$ cat config.mk
export PLATFORM = sky130hd
export DESIGN_NAME = spi_accel_responder
export DESIGN_NICKNAME = d
export VERILOG_FILES = /design/src/rtl/spi_accel_responder.sv
export SDC_FILE = /design/constraint.sdc
export NUM_CORES = 1
export LEC_CHECK = 0
export CAP_MARGIN = 20
export CORE_MARGIN = 10
export CORE_UTILIZATION = 45
export CTS_CLUSTER_DIAMETER = 30
export CTS_CLUSTER_SIZE = 16
export DETAILED_ROUTE_END_ITERATION = 10
export GPL_ROUTABILITY_DRIVEN = 0
export GPL_TIMING_DRIVEN = 1
export PLACE_DENSITY = 0.69
export SLEW_MARGIN = 20
export SYNTH_ARGS = -nofsm -noshare
export SYNTH_HDL_FRONTEND = slang
export SYNTH_SLANG_ARGS = --single-unit
export TNS_END_PERCENT = 10
$ cat constraint.sdc
create_clock -name clk -period 5.85 [get_ports clk]
set_clock_uncertainty 0.2 [all_clocks]
set_input_delay 1.4625 -clock clk [delete_from_list [all_inputs] [get_ports clk]]
set_output_delay 1.4625 -clock clk [all_outputs]
set_load 0.05 [all_outputs]
$ cat src/rtl/spi_accel_responder.sv
`default_nettype none
// ============================================================================
// Module   : spi_accel_responder
// Purpose  : SPI mode-3 responder emulating an ADXL345-style register map
//            (device ID, two R/W config registers, six RO sample bytes).
//            All SPI pins are oversampled in the clk domain.
// Revision : 1.0
// ============================================================================
module spi_accel_responder #(
  parameter logic [7:0] DEVID       = 8'hE5,
  parameter int         SYNC_STAGES = 2
) (
  input  logic        clk,
  input  logic        rst,
  input  logic        spi_csn,
  input  logic        spi_sclk,
  input  logic        spi_sdi,
  output logic        spi_sdo,
  output logic        spi_sdo_oe,
  input  logic [15:0] sample_x,
  input  logic [15:0] sample_y,
  input  logic [15:0] sample_z,
  input  logic        sample_valid,
  output logic [7:0]  power_ctl,
  output logic [7:0]  data_format,
  output logic        xact_done
);

  localparam logic [5:0] ADDR_DEVID  = 6'h00;
  localparam logic [5:0] ADDR_PWR    = 6'h2D;
  localparam logic [5:0] ADDR_FMT    = 6'h31;

  typedef enum logic [1:0] {
    IDLE = 2'd0,
    CMD  = 2'd1,
    DATA = 2'd2
  } state_t;

  logic [SYNC_STAGES-1:0] csn_sync, sclk_sync, sdi_sync;
  logic        csn_d, sclk_d;
  logic        csn_s, sclk_s, sdi_s;
  logic        csn_fall, csn_rise, sclk_rise, sclk_fall;

  logic [15:0] live_x, live_y, live_z;
  logic [15:0] shad_x, shad_y, shad_z;

  state_t      state;
  logic [2:0]  bit_cnt;
  logic [6:0]  rx_shift;
  logic [7:0]  tx_shift;
  logic [5:0]  addr;
  logic        rw, mb;
  logic        byte_seen;
  logic [7:0]  rx_byte;

  // Synchronizer chains; csn/sclk reset to their idle-high levels
  always_ff @(posedge clk or posedge rst) begin
    if (rst) begin
      csn_sync  <= '1;
      sclk_sync <= '1;
      sdi_sync  <= '0;
    end else begin
      csn_sync  <= {csn_sync[SYNC_STAGES-2:0],  spi_csn};
      sclk_sync <= {sclk_sync[SYNC_STAGES-2:0], spi_sclk};
      sdi_sync  <= {sdi_sync[SYNC_STAGES-2:0],  spi_sdi};
    end
  end

  assign csn_s  = csn_sync[SYNC_STAGES-1];
  assign sclk_s = sclk_sync[SYNC_STAGES-1];
  assign sdi_s  = sdi_sync[SYNC_STAGES-1];

  // One-flop history for edge detection on the synchronized pins
  always_ff @(posedge clk or posedge rst) begin
    if (rst) begin
      csn_d  <= 1'b1;
      sclk_d <= 1'b1;
    end else begin
      csn_d  <= csn_s;
      sclk_d <= sclk_s;
    end
  end

  assign csn_fall  =  csn_d  & ~csn_s;
  assign csn_rise  = ~csn_d  &  csn_s;
  assign sclk_rise = ~sclk_d &  sclk_s & ~csn_s;
  assign sclk_fall =  sclk_d & ~sclk_s & ~csn_s;

  // Live sample registers follow every strobe, even mid-transaction
  always_ff @(posedge clk or posedge rst) begin
    if (rst) begin
      live_x <= '0;
      live_y <= '0;
      live_z <= '0;
    end else if (sample_valid) begin
      live_x <= sample_x;
      live_y <= sample_y;
      live_z <= sample_z;
    end
  end

  // Register read mux; sample bytes come from the frozen shadow copy
  function automatic logic [7:0] reg_read(input logic [5:0] a);
    case (a)
      ADDR_DEVID: reg_read = DEVID;
      ADDR_PWR:   reg_read = power_ctl;
      ADDR_FMT:   reg_read = data_format;
      6'h32:      reg_read = shad_x[7:0];
      6'h33:      reg_read = shad_x[15:8];
      6'h34:      reg_read = shad_y[7:0];
      6'h35:      reg_read = shad_y[15:8];
      6'h36:      reg_read = shad_z[7:0];
      6'h37:      reg_read = shad_z[15:8];
      default:    reg_read = 8'h00;
    endcase
  endfunction

  assign rx_byte = {rx_shift, sdi_s};

  // Transaction FSM: command decode, read shifting, register writes
  always_ff @(posedge clk or posedge rst) begin
    if (rst) begin
      state       <= IDLE;
      bit_cnt     <= '0;
      rx_shift    <= '0;
      tx_shift    <= '0;
      addr        <= '0;
      rw          <= 1'b0;
      mb          <= 1'b0;
      byte_seen   <= 1'b0;
      shad_x      <= '0;
      shad_y      <= '0;
      shad_z      <= '0;
      power_ctl   <= '0;
      data_format <= '0;
      xact_done   <= 1'b0;
    end else begin
      xact_done <= 1'b0;
      if (csn_rise) begin
        // Partial byte is simply dropped; only completed bytes count
        xact_done <= (state != IDLE) && byte_seen;
        state     <= IDLE;
      end else begin
        case (state)
          IDLE: begin
            if (csn_fall) begin
              state     <= CMD;
              bit_cnt   <= '0;
              byte_seen <= 1'b0;
              tx_shift  <= '0;
              shad_x    <= sample_valid ? sample_x : live_x;
              shad_y    <= sample_valid ? sample_y : live_y;
              shad_z    <= sample_valid ? sample_z : live_z;
            end
          end
          CMD: begin
            if (sclk_rise) begin
              rx_shift <= {rx_shift[5:0], sdi_s};
              bit_cnt  <= bit_cnt + 3'd1;
              if (bit_cnt == 3'd7) begin
                rw        <= rx_shift[6];
                mb        <= rx_shift[5];
                addr      <= rx_byte[5:0];
                byte_seen <= 1'b1;
                state     <= DATA;
              end
            end
          end
          DATA: begin
            if (sclk_fall && rw) begin
              tx_shift <= (bit_cnt == 3'd0) ? reg_read(addr) : {tx_shift[6:0], 1'b0};
            end
            if (sclk_rise) begin
              rx_shift <= {rx_shift[5:0], sdi_s};
              bit_cnt  <= bit_cnt + 3'd1;
              if (bit_cnt == 3'd7) begin
                if (!rw) begin
                  if (addr == ADDR_PWR) power_ctl   <= rx_byte;
                  if (addr == ADDR_FMT) data_format <= rx_byte;
                end
                if (mb) addr <= addr + 6'd1;
              end
            end
          end
          default: state <= IDLE;
        endcase
      end
    end
  end

  assign spi_sdo_oe = (state == DATA) && rw && !csn_s;
  assign spi_sdo    = spi_sdo_oe & tx_shift[7];

endmodule
`default_nettype wire

# After elaboration in Yosys (flattened, before gate mapping)
# Cells that the tools add are included.
# word_totals
ram_bits	0
latchBits	0
inputBits	54
output_inout_bits	19
rom_bits	0
register_bits	150
elab_cells	111
n_memories	0
# op_classes
eq_ne	23
n_reduce_logical	24
n_addsub	2
n_shift	0
n_div	0
order_cmp	0
n_mul	0
mux	27
bitwise_logic	13
# ops
op	n
one-hot mux 8 bit (9 select lines)	1
equality test 6 bit (second input constant)	8
2-to-1 mux 16 bit	3
2-to-1 mux 6 bit	5
2-to-1 mux 8 bit	3
!= test 2 bit (second input constant)	8
one-hot mux 8 bit (2 select lines)	1
AND reduction 4 bit	4
one-hot mux 6 bit (2 select lines)	1
AND reduction 6 bit	2
nonzero test 2 bit	5
!= test 3 bit (second input constant)	3
2-to-1 mux 2 bit	4
bitwise AND 1 bit	7
AND reduction 7 bit	1
adder 6 x 1 -> 6 bit (second input constant)	1
logical NOT 6 bit	1
2-to-1 mux 3 bit	2
inverter 1 bit	6
one-hot mux 2 bit (3 select lines)	1
one-hot mux 3 bit (2 select lines)	1
AND reduction 3 bit	2
AND reduction 5 bit	1
logical AND 1 bit	4
11 further kinds	14

# Depth between registers and ports, before layout
# depth
depth_word	6
mapped_depth	9
depth_no_buf	7

# Least setup slack after synthesis
# No wires, ideal clock.
# synth_timing
path_kind	reg-to-output
startpoint	register state[0]
endpoint	output spi_sdo
setup_slack_ns	2.376
path_buffers	3
t_required_ns	4.188
arrival_time_ns	1.812
stages_incl_launch_ff	7
path_cell_list	dfrtp_1 inv_1 ha_1 buf_2 buf_1 clkbuf_1 and3_1
# synth_via
elab_chain_len	4
# synth_lines
item	line	rtl
from (decl)	47	state_t state;
from (signal assigned)	123	state <= IDLE;
from (signal assigned)	142	state <= IDLE;
from (signal assigned)	147	state <= CMD;
equality test 2 bit	191	assign spi_sdo_oe = (state == DATA) && rw && !csn_s;
logical AND 1 bit (2 in a row)	191	
bitwise AND 1 bit	192	assign spi_sdo = spi_sdo_oe & tx_shift[7];
to (decl)	18	output logic spi_sdo,
# No other way between the ends.

# Final worst setup path
# Ends and elaborated chain as after synthesis.

==> flow_metrics.py <==
metrics = {
    "die": {
        "io_pins": 73,
        "start_util_pct": 45.90,
        "std_cell_rows": 44,
        "dieWidth_microns": 141.8,
        "core_sq_um": 14530,
        "die-area_sq_um": 20100,
        "die_y_microns": 141.8,
    },
    "clock_network": {
        "cts_buffers": 17,
        "htree_num_levels": 4,
        "tritoncts": "done",
        "post-cts-setup-buffers": 0,
        "insertion_delay_ps": 420,
        "clkSinkCount": 150,
        "clkSlewWorstSetupHoldPaths_ps": 60,
        "cts-hold-fix-buffers": 0,
        "cts_buffer_depth": 2,
        "cts_resized": 0,
        "cts_root_buf": "clkbuf_16",
    },
    "critical_path": {
        "worst-path-max-fanout": 26,
        "worstPathArrival_ps": 2770,
        "path_class": "reg2out",
        "crit_path_end_kind": "output pin",
        "start_kind": "register",
        "cp.required_ps": 4190,
    },
    "pwr": {
        "power.density_nw_per_um2": 383.6,
        "vdd_drop_max_uv": 247.9,
        "power.leakage_nw": 3.517,
        "p_total_w": 0.003105,
    },
    "global_routing": {
        "grt_max_degree": 75,
        "grt-ovfl-total": 0,
        "grt_pass1_vias": 4470,
        "antenna_found_initial": 0,
        "grt_pass1_wl_microns": 23980,
        "track_usage_pct": 15.12,
    },
    "layout": {
        "drive_gt1_share_pct": 29.11,
        "syn2layout_area_growth_pct": 21.34,
        "antennaDiodeCount": 0,
        "layout_common_cells": "dfrtp_1 (144), mux2_2 (125), clkdlybuf4s50_1 (71)",
        "layout.nets": 639,
        "final_common_cell": "dfrtp_1",
    },
    "logic_synthesis": {
        "synth_top_family_by_area": "multiplexers",
        "ys.flop_type": "dfrtp_1",
        "synth.avg_cell_area_sq_um": 13.21,
        "yosys_warnings": 0,
        "ys_seq_area_share_pct": 56.38,
        "yosys_register_bits": 150,
        "synth_fa_ha_area_share_pct": 2.626,
        "syn_nets": 573,
        "syn_inst": 505,
        "synth_cell_types": 51,
        "synth_simple_gate_area_share_pct": 8.965,
        "netlist_area_sq_um": 6671,
        "async_reset_ff_share_pct": 100.0,
        "synth_mux_area_share_pct": 21.70,
        "synthXorXnorAreaFrac_pct": 0,
        "synth-compound-area-share_pct": 7.914,
        "synth_edf_count": 0,
    },
    "drt": {
        "vias": 4327,
        "wl_microns": 14850,
        "drt_iter0_markers": 303,
        "avgViaCountPerCell": 5.634,
        "wire_per_inst_microns": 19.34,
        "drc": 0,
        "first_pass_iters": 5,
        "ant_nets": 0,
    },
    "sta": {
        "timing.hold.ws_ps": 154.1,
        "drv_slew": 0,
        "fmax_mhz": 225.6,
        "maxSlewHeadroom_pct": 30.92,
        "rsz0062_at_grt": "false",
        "setup_violations": 0,
        "tns_ps": 0,
        "min_period_over_period_pct": 75.76,
        "period_minus_slack_ps": 4432,
        "worstMarginPinSlew_ps": 1036,
        "hold_viol": 0,
        "setup_slack_ps": 1418,
    },
    "min_path": {
        "hold_path.class": "reg2reg",
    },
    "run": {
        "drv_cap": 0,
    },
    "placement": {
        "dp_hpwl_microns": 10550,
        "io_buffers": 72,
        "pre_cts_ws_ps": 1868,
    },
    "status": {
        "status": "finished clean",
    },
}
[per-stage QoR]
step	cells	cell area, sq um	utilization [%]
after floorplan	505	6671	-
after global placement	736	7518	51.73
after detailed placement	736	7518	51.73
after CTS	768	8094	55.69
after global routing	768	8095	55.70
final	768	8095	55.70
[synth_stat cells (all sizes together) (6+ instances only)]
master  number  area, sq um
clkbuf      12        45.04
nor2        17        66.32
buf         15        75.07
nor3b        6        56.31
o22ai        9        56.30
a22o         8        70.07
dfstp        6        157.7
mux2       125         1408
nand4        6        37.54
dfrtp      144         3603
nand2       10        37.54
o21ai       10        50.05
and3        19        118.9
inv         11        41.29
ha          14        175.2
a21oi       22        113.9
nand3        9        45.04
[final timing paths]
kind                         startpoint            to  slack, ps  cells after the start
setup / recovery               state[0]       spi_sdo       1420                      4
max in group asynchronous           rst    live_z[10]       3170                      3
hold reg to reg            sclk_sync[0]  sclk_sync[1]        150                      0
hold / removal             sclk_sync[0]  sclk_sync[1]        150                      0
setup reg to reg               state[0]   tx_shift[6]       2920                      6
min in group asynchronous           rst     live_z[3]       1320                      2
[routing by layer]
metal  vias to the layer above  track usage [%]  routed length [microns]
met5                         -                0                        0
met4                         0            5.218                      275
met3                        18            4.773                      853
met2                       126            23.30                     7023
met1                      2196            19.64                     6701
li1                       1987                -                        -
[cell families after synthesis]
family,Yosys count
buffers and inverters,38
adders and majority gates,14
and+or+nand+nor,97
AOI/OAI and AO/OA,77
muxes,129
DFF,150
[where the power goes]
part	switching [W]	internal [W]	leakage, nW
Clock	0.000411	0.000638	0.266
Combinational	0.000258	0.000321	1.41
Sequential	0.000176	0.00130	1.84
[critical path, cell delays in order, from the launching register on]
cell and delay, ps:
dfrtp_1 420, inv_1 100, ha_1 710, and3_1 290
clkdlybuf4s50_1 820
[sequential cells by signal (all words and copies together) (netlist names), 3 cells and up]
signal / flops
addr: 6
bit_cnt: 3
data_format: 8
live_x: 16
live_y: 16
live_z: 16
power_ctl: 8
rx_shift: 7
shad_x: 16
shad_y: 16
shad_z: 16
tx_shift: 8
[layout make-up]
type                            instances  area, sq um
Clock inverter                         11        125.1
Clock buffer                           21        450.4
Sequential cell                       150         3761
Fill cell                            1215         6439
Timing Repair Buffer                   74        730.7
Inverter                               11        46.29
Tap cell                              184        230.2
Multi-Input combinational cell        317         2751
(Power assumes the default switching activity.)
